[config.mk]
export PLATFORM = sky130hd
export DESIGN_NAME = cnv_row_acc_flat
export DESIGN_NICKNAME = d
export VERILOG_FILES = /design/src/rtl/cnv_row_acc_if.sv /design/src/rtl/cnv_row_acc.sv /design/src/flat_wrapper.sv
export SDC_FILE = /design/constraint.sdc
export NUM_CORES = 1
export LEC_CHECK = 0
export ABC_CLOCK_PERIOD_IN_PS = 6500
export CAP_MARGIN = 0
export CORE_ASPECT_RATIO = 0.8
export CORE_MARGIN = 2
export CORE_UTILIZATION = 35
export DETAILED_ROUTE_END_ITERATION = 10
export GPL_TIMING_DRIVEN = 1
export PLACE_DENSITY_LB_ADDON = 0.3
export SLEW_MARGIN = 5
export SYNTH_ARGS = -nofsm -noshare
export SYNTH_HDL_FRONTEND = slang
export SYNTH_SLANG_ARGS = --single-unit
[constraint.sdc]
create_clock -name clk -period 6.5 [get_ports clk]
set_clock_uncertainty 0.05 [all_clocks]
set_input_delay 0.65 -clock clk [delete_from_list [all_inputs] [get_ports clk]]
set_output_delay 0.65 -clock clk [all_outputs]
set_load 0.02 [all_outputs]
[src/rtl/cnv_row_acc_if.sv]
// Stream bundle for cnv_row_acc: MAC results in (mac_*) and finished psums out (out_*).
// The slave modport is the accumulator's view; master is the MAC chain / pooling side.
interface cnv_row_acc_if #(
    parameter int MAC_WIDTH  = 20,
    parameter int PSUM_WIDTH = 24
) ();
    logic                         mac_vld;
    logic                         mac_rdy;
    logic signed [MAC_WIDTH-1:0]  mac_val;
    logic                         out_vld;
    logic                         out_rdy;
    logic signed [PSUM_WIDTH-1:0] out_psum;
    logic                         out_last;

    modport slave (
        input  mac_vld,
        input  mac_val,
        output mac_rdy,
        output out_vld,
        input  out_rdy,
        output out_psum,
        output out_last
    );

    modport master (
        output mac_vld,
        output mac_val,
        input  mac_rdy,
        input  out_vld,
        output out_rdy,
        input  out_psum,
        input  out_last
    );
endinterface

[src/rtl/cnv_row_acc.sv]
// Row-level partial-sum accumulator: saturating accumulate of MAC results over passes, then drains the row.
// Optional macro CNVROW_RELU_EN clamps drained values at zero (buffer contents stay signed).
module cnv_row_acc #(
    parameter int MAC_WIDTH  = 20,
    parameter int PSUM_WIDTH = 24,
    parameter int LEN_PSUM   = 16,
    parameter int ADDR_WIDTH = $clog2(LEN_PSUM)
) (
    input  logic                  clk,
    input  logic                  rst_n,
    input  logic                  i_row_sta,
    input  logic [ADDR_WIDTH-1:0] i_cfg_len,
    input  logic                  i_cfg_first,
    input  logic                  i_cfg_last,
    cnv_row_acc_if.slave          if_s,
    output logic                  o_busy,
    output logic                  o_row_done
);

    typedef enum logic [1:0] {S_IDLE, S_ACC, S_DRAIN, S_DONE} state_t;

    state_t                       r_state;
    state_t                       w_state_nxt;
    logic [ADDR_WIDTH-1:0]        r_col;
    logic [ADDR_WIDTH-1:0]        r_len;
    logic                         r_first;
    logic                         r_last;
    logic signed [PSUM_WIDTH-1:0] r_buf [LEN_PSUM];

    logic                         w_mac_rdy;
    logic                         w_out_vld;
    logic                         w_busy;
    logic                         w_row_done;
    logic                         w_start;
    logic                         w_acc_xfer;
    logic                         w_out_xfer;
    logic                         w_col_end;
    logic [ADDR_WIDTH-1:0]        w_last_idx;
    logic signed [PSUM_WIDTH-1:0] w_rd;

    function automatic logic signed [PSUM_WIDTH-1:0] sat_add(
        input logic signed [PSUM_WIDTH-1:0] a,
        input logic signed [MAC_WIDTH-1:0]  b
    );
        logic signed [PSUM_WIDTH:0] s;
        s = (PSUM_WIDTH+1)'(a) + (PSUM_WIDTH+1)'(b);
        if (s[PSUM_WIDTH] != s[PSUM_WIDTH-1])
            sat_add = s[PSUM_WIDTH] ? {1'b1, {(PSUM_WIDTH-1){1'b0}}}
                                    : {1'b0, {(PSUM_WIDTH-1){1'b1}}};
        else
            sat_add = s[PSUM_WIDTH-1:0];
    endfunction

`ifdef CNVROW_RELU_EN
    function automatic logic signed [PSUM_WIDTH-1:0] relu(input logic signed [PSUM_WIDTH-1:0] x);
        relu = x[PSUM_WIDTH-1] ? '0 : x;
    endfunction
`endif

    // cfg_len of zero selects the full buffer length
    assign w_last_idx = (r_len == '0) ? ADDR_WIDTH'(LEN_PSUM - 1) : r_len - ADDR_WIDTH'(1);
    assign w_col_end  = (r_col == w_last_idx);
    assign w_start    = (r_state == S_IDLE) && i_row_sta;
    assign w_acc_xfer = w_mac_rdy && if_s.mac_vld;
    assign w_out_xfer = w_out_vld && if_s.out_rdy;
    assign w_rd       = r_buf[r_col];

    always_comb begin
        w_state_nxt = r_state;
        w_mac_rdy   = 1'b0;
        w_out_vld   = 1'b0;
        w_busy      = 1'b1;
        w_row_done  = 1'b0;
        case (r_state)
            S_IDLE: begin
                w_busy = 1'b0;
                if (i_row_sta) w_state_nxt = S_ACC;
            end
            S_ACC: begin
                w_mac_rdy = 1'b1;
                if (if_s.mac_vld && w_col_end) w_state_nxt = r_last ? S_DRAIN : S_DONE;
            end
            S_DRAIN: begin
                w_out_vld = 1'b1;
                if (if_s.out_rdy && w_col_end) w_state_nxt = S_DONE;
            end
            S_DONE: begin
                // holding a non-IDLE state here makes a row_sta coincident with row_done ignored
                w_row_done  = 1'b1;
                w_state_nxt = S_IDLE;
            end
            default: w_state_nxt = S_IDLE;
        endcase
    end

    always_ff @(posedge clk or negedge rst_n) begin
        if (!rst_n) r_state <= S_IDLE;
        else        r_state <= w_state_nxt;
    end

    always_ff @(posedge clk or negedge rst_n) begin
        if (!rst_n) begin
            r_col   <= '0;
            r_len   <= '0;
            r_first <= 1'b0;
            r_last  <= 1'b0;
        end else if (w_start) begin
            r_col   <= '0;
            r_len   <= i_cfg_len;
            r_first <= i_cfg_first;
            r_last  <= i_cfg_last;
        end else if (w_acc_xfer || w_out_xfer) begin
            r_col <= w_col_end ? '0 : r_col + ADDR_WIDTH'(1);
        end
    end

    always_ff @(posedge clk or negedge rst_n) begin
        if (!rst_n) begin
            for (int i = 0; i < LEN_PSUM; i++) r_buf[i] <= '0;
        end else if (w_acc_xfer) begin
            r_buf[r_col] <= r_first ? PSUM_WIDTH'(if_s.mac_val) : sat_add(r_buf[r_col], if_s.mac_val);
        end
    end

    assign if_s.mac_rdy  = w_mac_rdy;
    assign if_s.out_vld  = w_out_vld;
    assign if_s.out_last = w_out_vld && w_col_end;
`ifdef CNVROW_RELU_EN
    assign if_s.out_psum = w_out_vld ? relu(w_rd) : '0;
`else
    assign if_s.out_psum = w_out_vld ? w_rd : '0;
`endif
    assign o_busy        = w_busy;
    assign o_row_done    = w_row_done;

endmodule

[src/flat_wrapper.sv]
// flat-port wrapper written by rule: the top's interface ports become plain ports
module cnv_row_acc_flat 
#(
    parameter int MAC_WIDTH  = 20,
    parameter int PSUM_WIDTH = 24,
    parameter int LEN_PSUM   = 16,
    parameter int ADDR_WIDTH = $clog2(LEN_PSUM)
)
  (clk, rst_n, i_row_sta, i_cfg_len, i_cfg_first, i_cfg_last, o_busy, o_row_done, if_s_mac_vld, if_s_mac_val, if_s_mac_rdy, if_s_out_vld, if_s_out_rdy, if_s_out_psum, if_s_out_last);
  cnv_row_acc_if #(.MAC_WIDTH(MAC_WIDTH), .PSUM_WIDTH(PSUM_WIDTH)) if_s_i ();
  input  logic clk;
  input  logic rst_n;
  input  logic i_row_sta;
  input  logic [ADDR_WIDTH-1:0] i_cfg_len;
  input  logic i_cfg_first;
  input  logic i_cfg_last;
  output logic o_busy;
  output logic o_row_done;
  input wire logic [$bits(if_s_i.mac_vld)-1:0] if_s_mac_vld;
  input wire logic [$bits(if_s_i.mac_val)-1:0] if_s_mac_val;
  output wire logic [$bits(if_s_i.mac_rdy)-1:0] if_s_mac_rdy;
  output wire logic [$bits(if_s_i.out_vld)-1:0] if_s_out_vld;
  input wire logic [$bits(if_s_i.out_rdy)-1:0] if_s_out_rdy;
  output wire logic [$bits(if_s_i.out_psum)-1:0] if_s_out_psum;
  output wire logic [$bits(if_s_i.out_last)-1:0] if_s_out_last;
  assign if_s_i.mac_vld = if_s_mac_vld;
  assign if_s_i.mac_val = if_s_mac_val;
  assign if_s_mac_rdy = if_s_i.mac_rdy;
  assign if_s_out_vld = if_s_i.out_vld;
  assign if_s_i.out_rdy = if_s_out_rdy;
  assign if_s_out_psum = if_s_i.out_psum;
  assign if_s_out_last = if_s_i.out_last;
  cnv_row_acc #(.MAC_WIDTH(MAC_WIDTH), .PSUM_WIDTH(PSUM_WIDTH), .LEN_PSUM(LEN_PSUM), .ADDR_WIDTH(ADDR_WIDTH)) u_core (.clk(clk), .rst_n(rst_n), .i_row_sta(i_row_sta), .i_cfg_len(i_cfg_len), .i_cfg_first(i_cfg_first), .i_cfg_last(i_cfg_last), .if_s(if_s_i), .o_busy(o_busy), .o_row_done(o_row_done));
endmodule
# Yosys cells after proc, flatten, opt, wreduce, memory -nomap -nowiden
# Index checks and enable logic that the tools add are counted.
[word_totals] regBits=396 out_inout_bits=29 input_bits=31 elab_cells=71
[classes] n_reduce_logical=12 order_cmp=2 eq_ne=8 n_addsub=3 muxes=24 bitwise_logic=1
[op_table] op="bitwise mux 384 bit" n=1
[op_table] op="two-way mux 24 bit" n=8
[op_table] op="binary-select mux 24 bit (select 4 bit)" n=1
[op_table] op="demux 24 bit (select 4 bit)" n=1
[op_table] op="adder 24 x 20 -> 25 bit" n=1
[op_table] op="two-way mux 4 bit" n=4
[op_table] op="one-hot mux 2 bit (4 select lines)" n=1
[op_table] op="logical AND 1 bit" n=7
[op_table] op="two-way mux 2 bit" n=3
[op_table] op=">= comparator 5 bit, second input constant" n=1
[op_table] op="< comparator 5 x 1 -> 1 bit, second input constant" n=1
[op_table] op="two-way mux 1 bit" n=5
[op_table] op="inverter 4 -> 5 bit" n=1
[op_table] op="adder 4 x 1 -> 4 bit, second input constant" n=1
[op_table] op="== test 2 bit, second input constant" n=2
[op_table] op="== test 4 bit" n=1
[op_table] op="logical NOT 4 bit" n=1
[op_table] op="inequality test 2 x 1 -> 1 bit, second input constant" n=2
[op_table] op="subtractor 4 x 1 -> 4 bit, second input constant" n=1
[op_table] op="AND reduction 3 bit" n=1
[op_table] op="== test 2 x 1 -> 1 bit, second input constant" n=1
[op_table] op="logical NOT 2 bit" n=1
[op_table] op="inequality test 2 bit, second input constant" n=1
[op_table] op="nonzero test 2 bit" n=1
[op_table] op="other kinds (2)" n=2

# Logic depth before layout (Yosys ltp)
[depth] ltp_word=10 ltp_mapped=17 mapped_depth_nobuf=13

# Worst setup path before layout
# Ideal clock, no wire load.
[synth_path] path_kind="register to register" start="register u_core.r_col[0]" end="register u_core.r_buf[92] (netlist bit)" setup_ns=0.125 path_slack_ns=1.576 path_buffers=4 arrival_time_ns=4.749 synth_period_minus_slack_ns=4.924 stages_incl_launch_ff=16 required_ns=6.325 cell_sequence="dfrtp_1 -> clkbuf_1 -> buf_1 -> mux4_2 -> mux4_2 -> ha_1 -> a21oi_2 -> o221ai_2 -> a2111oi_2 -> a31oi_1 -> a211oi_2 -> buf_2 -> nor3_1 -> a32o_2 -> buf_6 -> mux2_4"
[synth_via] elab_chain_len=10 word_cells_on_any_way=16 classes_between="add/sub (1); order compare (2); eq/ne (1); mux (10); bitwise (1); reduce/logical (1)"
[synth_rtl] item="start, declared" line="cnv_row_acc.sv:24" text="logic [ADDR_WIDTH-1:0] r_col;"
[synth_rtl] item="start signal, assigned" line="cnv_row_acc.sv:113" text="r_col <= w_col_end ? '0 : r_col + ADDR_WIDTH'(1);"
[synth_rtl] item="inverter 4 -> 5 bit (*)" line="cnv_row_acc.sv:121" text="r_buf[r_col] <= r_first ? PSUM_WIDTH'(if_s.mac_val) : sat_add(r_buf[r_col], if_s.mac_val);"
[synth_rtl] item="binary-select mux 24 bit (select 4 bit)" line="cnv_row_acc.sv:121"
[synth_rtl] item="two-way mux 24 bit (not written as such) (2 in series)" line="cnv_row_acc.sv:121"
[synth_rtl] item="adder 24 x 20 -> 25 bit" line="cnv_row_acc.sv:46" text="s = (PSUM_WIDTH+1)'(a) + (PSUM_WIDTH+1)'(b);"
[synth_rtl] item="two-way mux 24 bit or inequality test 1 bit (tied branches)" line="cnv_row_acc.sv:48, cnv_row_acc.sv:47"
[synth_rtl] item="two-way mux 24 bit" line="cnv_row_acc.sv:47" text="if (s[PSUM_WIDTH] != s[PSUM_WIDTH-1])"
[synth_rtl] item="two-way mux 24 bit" line="cnv_row_acc.sv:120" text="end else if (w_acc_xfer) begin"
[synth_rtl] item="two-way mux 24 bit" line="cnv_row_acc.sv:121"
[synth_rtl] item="bitwise mux 384 bit (*)" line="cnv_row_acc.sv:121"
[synth_rtl] item="end signal, assigned by index" line="cnv_row_acc.sv:121"
[synth_rtl] item="end, declared" line="cnv_row_acc.sv:28" text="logic signed [PSUM_WIDTH-1:0] r_buf [LEN_PSUM];"
# Every way passes the cells marked *; elsewhere a longest branch is shown, timed or not. The select of a mux whose other input is x is not followed.
# A chain may end at the register's enable or synchronous reset.

# Worst setup path in the final report
[layout_path] start="register u_core.r_col[1]" end="register u_core.r_buf[285] (netlist bit)"
# The elaborated chain is that of the path after synthesis.

==> impl_metrics.py <==
metrics = {
    "synthesis": {
        "synthMuxAreaShare_pct": 17.30,
        "synth_fa_ha_area_share_pct": 2.293,
        "ys_ff_latch": 396,
        "syn_avg_cell_area_sq_um": 11.02,
        "syn_nets": 1829,
        "synth_cells": 1763,
        "synth_top_family_by_area": "multiplexers",
        "synthArstFlopShare_pct": 100.0,
        "synth_commonest_cells": "dfrtp_1, nand2_1, o21ai_0, mux4_2, clkbuf_1",
        "synth_edf_count": 0,
        "synth_xor_area_share_pct": 0.8116,
        "yosys-top-cells-area": "dfrtp_1, mux4_2, o21ai_0, nand2_1, mux2_2",
        "synth.distinct_cells": 67,
        "synth-seq-area-share_pct": 51.02,
        "synthSimpleGateAreaFrac_pct": 11.18,
        "yosys_warnings": 0,
        "synth_area_sq_um": 19420,
        "synth_most_common_cell": "dfrtp_1",
        "yosys.area.top_type": "dfrtp_1",
        "synth_compound_area_share_pct": 14.09,
        "synth_top_area_share_pct": 51.02,
        "synthFlopType": "dfrtp_1",
    },
    "grt": {
        "grt_overflow_total": 0,
        "grt_pass1_vias": 13920,
        "antenna_found_initial": 2,
        "grt_start_max_net_pins": 138,
        "grt_usage_pct": 19.58,
        "grt_pass1_wl_microns": 85940,
    },
    "sta": {
        "rsz0062_at_grt": "no",
        "timing.hold.ws_ps": 82.53,
        "finalHoldViolCount": 0,
        "slew_violations": 0,
        "fin_crit_sh_pct": 87.36,
        "relSlewSlack_pct": 19.68,
        "fmax_ghz": 0.1761,
        "post-route-min-period_ps": 5678,
        "setup_viol_count_final": 0,
        "fin_tns_setup_ps": 0,
        "worst_pin_slew_ps": 1203,
    },
    "placement": {
        "hpwl_microns": 34670,
        "place_inst": 2461,
        "io_buffers": 59,
        "dpl_cell_area_sq_um": 20690,
        "place_congestion": 0.9493,
    },
    "detailed_routing": {
        "wl_per_cell_microns": 21.64,
        "drt-pass1-iter-count": 5,
        "viasPerCell": 5.429,
        "ant_nets": 0,
        "vias": 13780,
        "drt_iter0_markers": 1249,
        "drc": 0,
        "wl_microns": 54930,
    },
    "pwr": {
        "irDropWorstVdd_uv": 240.4,
        "p_clk_share_pct": 23.4,
        "switching_share_pct": 41.77,
        "intPower_uw": 6025,
        "p_leak_uw": 0.009413,
        "share_seq_of_total_power_pct": 30.8,
        "power.density_nw_per_um2": 468.6,
        "total_power_uw": 10350,
        "combPwrFrac_pct": 45.8,
        "switchingPower_uw": 4322,
    },
    "worst_setup_path": {
        "cp_slowest_cell": "dfrtp_4",
        "timing.rr.start": "u_core.r_col[1]$_DFFE_PN0P_",
        "r2r-end": "u_core.r_buf[285]$_DFFE_PN0P_",
        "cp_max_fo": 46,
        "crit_type": "reg2reg",
        "crit_arrival_ps": 6130,
        "worst_setup_path_start_kind": "flop",
        "end_kind": "flop",
        "worstPathRequired_ps": 6950,
        "max_stage_delay_ps": 900,
        "path_cells": "buf_4 -> buf_4 -> mux4_2 -> mux4_2 -> ha_1 -> o211ai_1 -> o21ai_1 -> o21ai_0 -> a2111oi_0 -> a211o_1 -> xnor2_1 -> o21ai_1 -> a22o_1",
        "worstRegToRegCells": 13,
        "rrSetupSlack_ps": 820,
    },
    "clock_network": {
        "cts.path.max_buffers": 3,
        "ctsHoldBuffers": 0,
        "cts-buffers-inserted": 44,
        "post_cts_buffers": 0,
        "cts-root-buf": "clkbuf_16",
        "cts_sinks": 396,
        "worstSkewPairLatency_ps": 580,
        "cts_tree": "built",
        "htreeDepth": 2,
        "cts_resized": 0,
        "cts.clk_slew.worst_paths_ps": 60,
    },
    "layout": {
        "nets": 1823,
        "synthToLayoutAreaGrowth_pct": 13.70,
        "stdcell_count": 2538,
        "drive_above_1_share_pct": 17.64,
        "n_fill_cell": 5292,
        "multi_input_area_sq_um": 8899,
        "seqCellArea_sq_um": 9920,
        "fin_area_sq_um": 22080,
    },
    "die": {
        "coreArea_sq_um": 55010,
        "die_w_microns": 267.4,
        "rows": 77,
        "start_util_pct": 35.31,
        "io_pins": 60,
        "die_area_sq_um": 57410,
        "die_h_microns": 214.7,
    },
    "run": {
        "drv_cap": 0,
    },
    "run_status": {
        "status": "completed",
    },
    "min_path": {
        "hold_class": "in2async",
    },
}
-- layout by cell type (no fill, tap or decap), types with 4 or more instances in the layout --
cell,Yosys,routed
mux2_4,10,10
nand2_1,348,348
o21a_1,5,5
a22o_1,16,16
and2_1,25,25
nor2b_1,4,4
a21oi_1,29,29
clkdlybuf4s50_1,0,58
o21ai_1,8,8
buf_12,0,4
nand3_2,0,4
a21o_1,7,7
ha_1,34,34
clkbuf_1,111,10
nor2_1,64,64
and3_1,4,4
clkinv_2,0,4
o211ai_1,7,7
clkbuf_16,0,45
nand2b_1,9,9
mux2_2,45,45
xnor2_1,12,12
a31oi_1,20,20
a211oi_1,4,4
o21ai_0,324,324
dfrtp_1,396,392
nor3_1,25,25
buf_4,2,26
nand4_1,4,4
inv_1,17,17
clkbuf_8,0,13
xor2_1,6,6
o22ai_2,15,15
o31ai_1,4,4
mux4_2,120,120
nand3_1,16,12
-- through the flow --
stage / util [%] / setup WS (ps)
2_1_floorplan: - / 1576
3_3_place_gp: 37.61 / 989.2
3_5_place_dp: 37.61 / 939.3
4_1_cts: 40.13 / 920.4
5_1_grt: 40.13 / 471.9
6_report: 40.14 / 821.8
-- metal layers --
metal | vias up | global-route usage [%] | wire length, microns
li1 | 6286 | - | -
met1 | 7019 | 28.97 | 25770
met2 | 394 | 29.89 | 24770
met3 | 79 | 3.277 | 3330
met4 | 0 | 4.906 | 1060
met5 | - | 0 | 0
-- sequential cells by signal, indices dropped and copies added, names as in the netlist --
signal / cells
u_core.r_buf: 384
u_core.r_col: 4
u_core.r_len: 4
u_core.r_state: 2
u_core.r_first: 1
u_core.r_last: 1
-- cell type report --
type / count / area share [%]
antenna: 2 / 0.02266
clock buffer: 68 / 6.079
clock inverter: 7 / 0.2040
inverter: 17 / 0.2890
multi-input combinational: 1209 / 40.29
sequential: 396 / 44.92
tap: 750 / 4.249
timing repair buffer: 89 / 3.943
-- critical path: cells and delay by family (launching register included) --
family / cells / cell delay, ps
multiplexers: 2 / 820
XOR/XNOR: 1 / 60
adder cells (fa/ha/maj): 1 / 370
flip-flops: 1 / 900
buffers and inverters: 2 / 680
AO/OA/AOI/OAI: 7 / 2680
-- power groups by stage --
| stage | Combinational, uW | Sequential (uW) | Clock, uW |
|---|---|---|---|
| 2_1_floorplan | 3450 | 3060 | 0 |
| 3_3_place_gp | 4650 | 3210 | 0 |
| 3_5_place_dp | 4710 | 3230 | 0 |
| 4_1_cts | 4720 | 3190 | 2480 |
| 5_1_grt | 5200 | 3240 | 2580 |
| 6_report | 4740 | 3190 | 2420 |
-- cell families after synthesis --
kind of cell | Yosys count
XOR/XNOR | 18
buffers and inverters | 158
flip-flops | 396
multiplexers | 175
AND/OR/NAND/NOR | 515
adder cells (fa/ha/maj) | 35
AO/OA/AOI/OAI | 466
-- worst max path at each step --
| stage | startpoint | to | slack (ps) | depth (start not counted) |
|---|---|---|---|---|
| 3_5_place_dp | u_core.r_col[1]$_DFFE_PN0P_ | u_core.r_buf[189]$_DFFE_PN0P_ | 940 | 13 |
| 4_1_cts | u_core.r_col[1]$_DFFE_PN0P_ | u_core.r_buf[189]$_DFFE_PN0P_ | 920 | 13 |
| 3_3_place_gp | u_core.r_col[1]$_DFFE_PN0P_ | u_core.r_buf[9]$_DFFE_PN0P_ | 990 | 13 |
| 5_1_grt | u_core.r_col[1]$_DFFE_PN0P_ | u_core.r_buf[285]$_DFFE_PN0P_ | 470 | 13 |
| 6_report | u_core.r_col[1]$_DFFE_PN0P_ | u_core.r_buf[285]$_DFFE_PN0P_ | 820 | 13 |
| 2_1_floorplan | u_core.r_col[0]$_DFFE_PN0P_ | u_core.r_buf[92]$_DFFE_PN0P_ | 1580 | 15 |
Power figures use the tool's default switching activity.
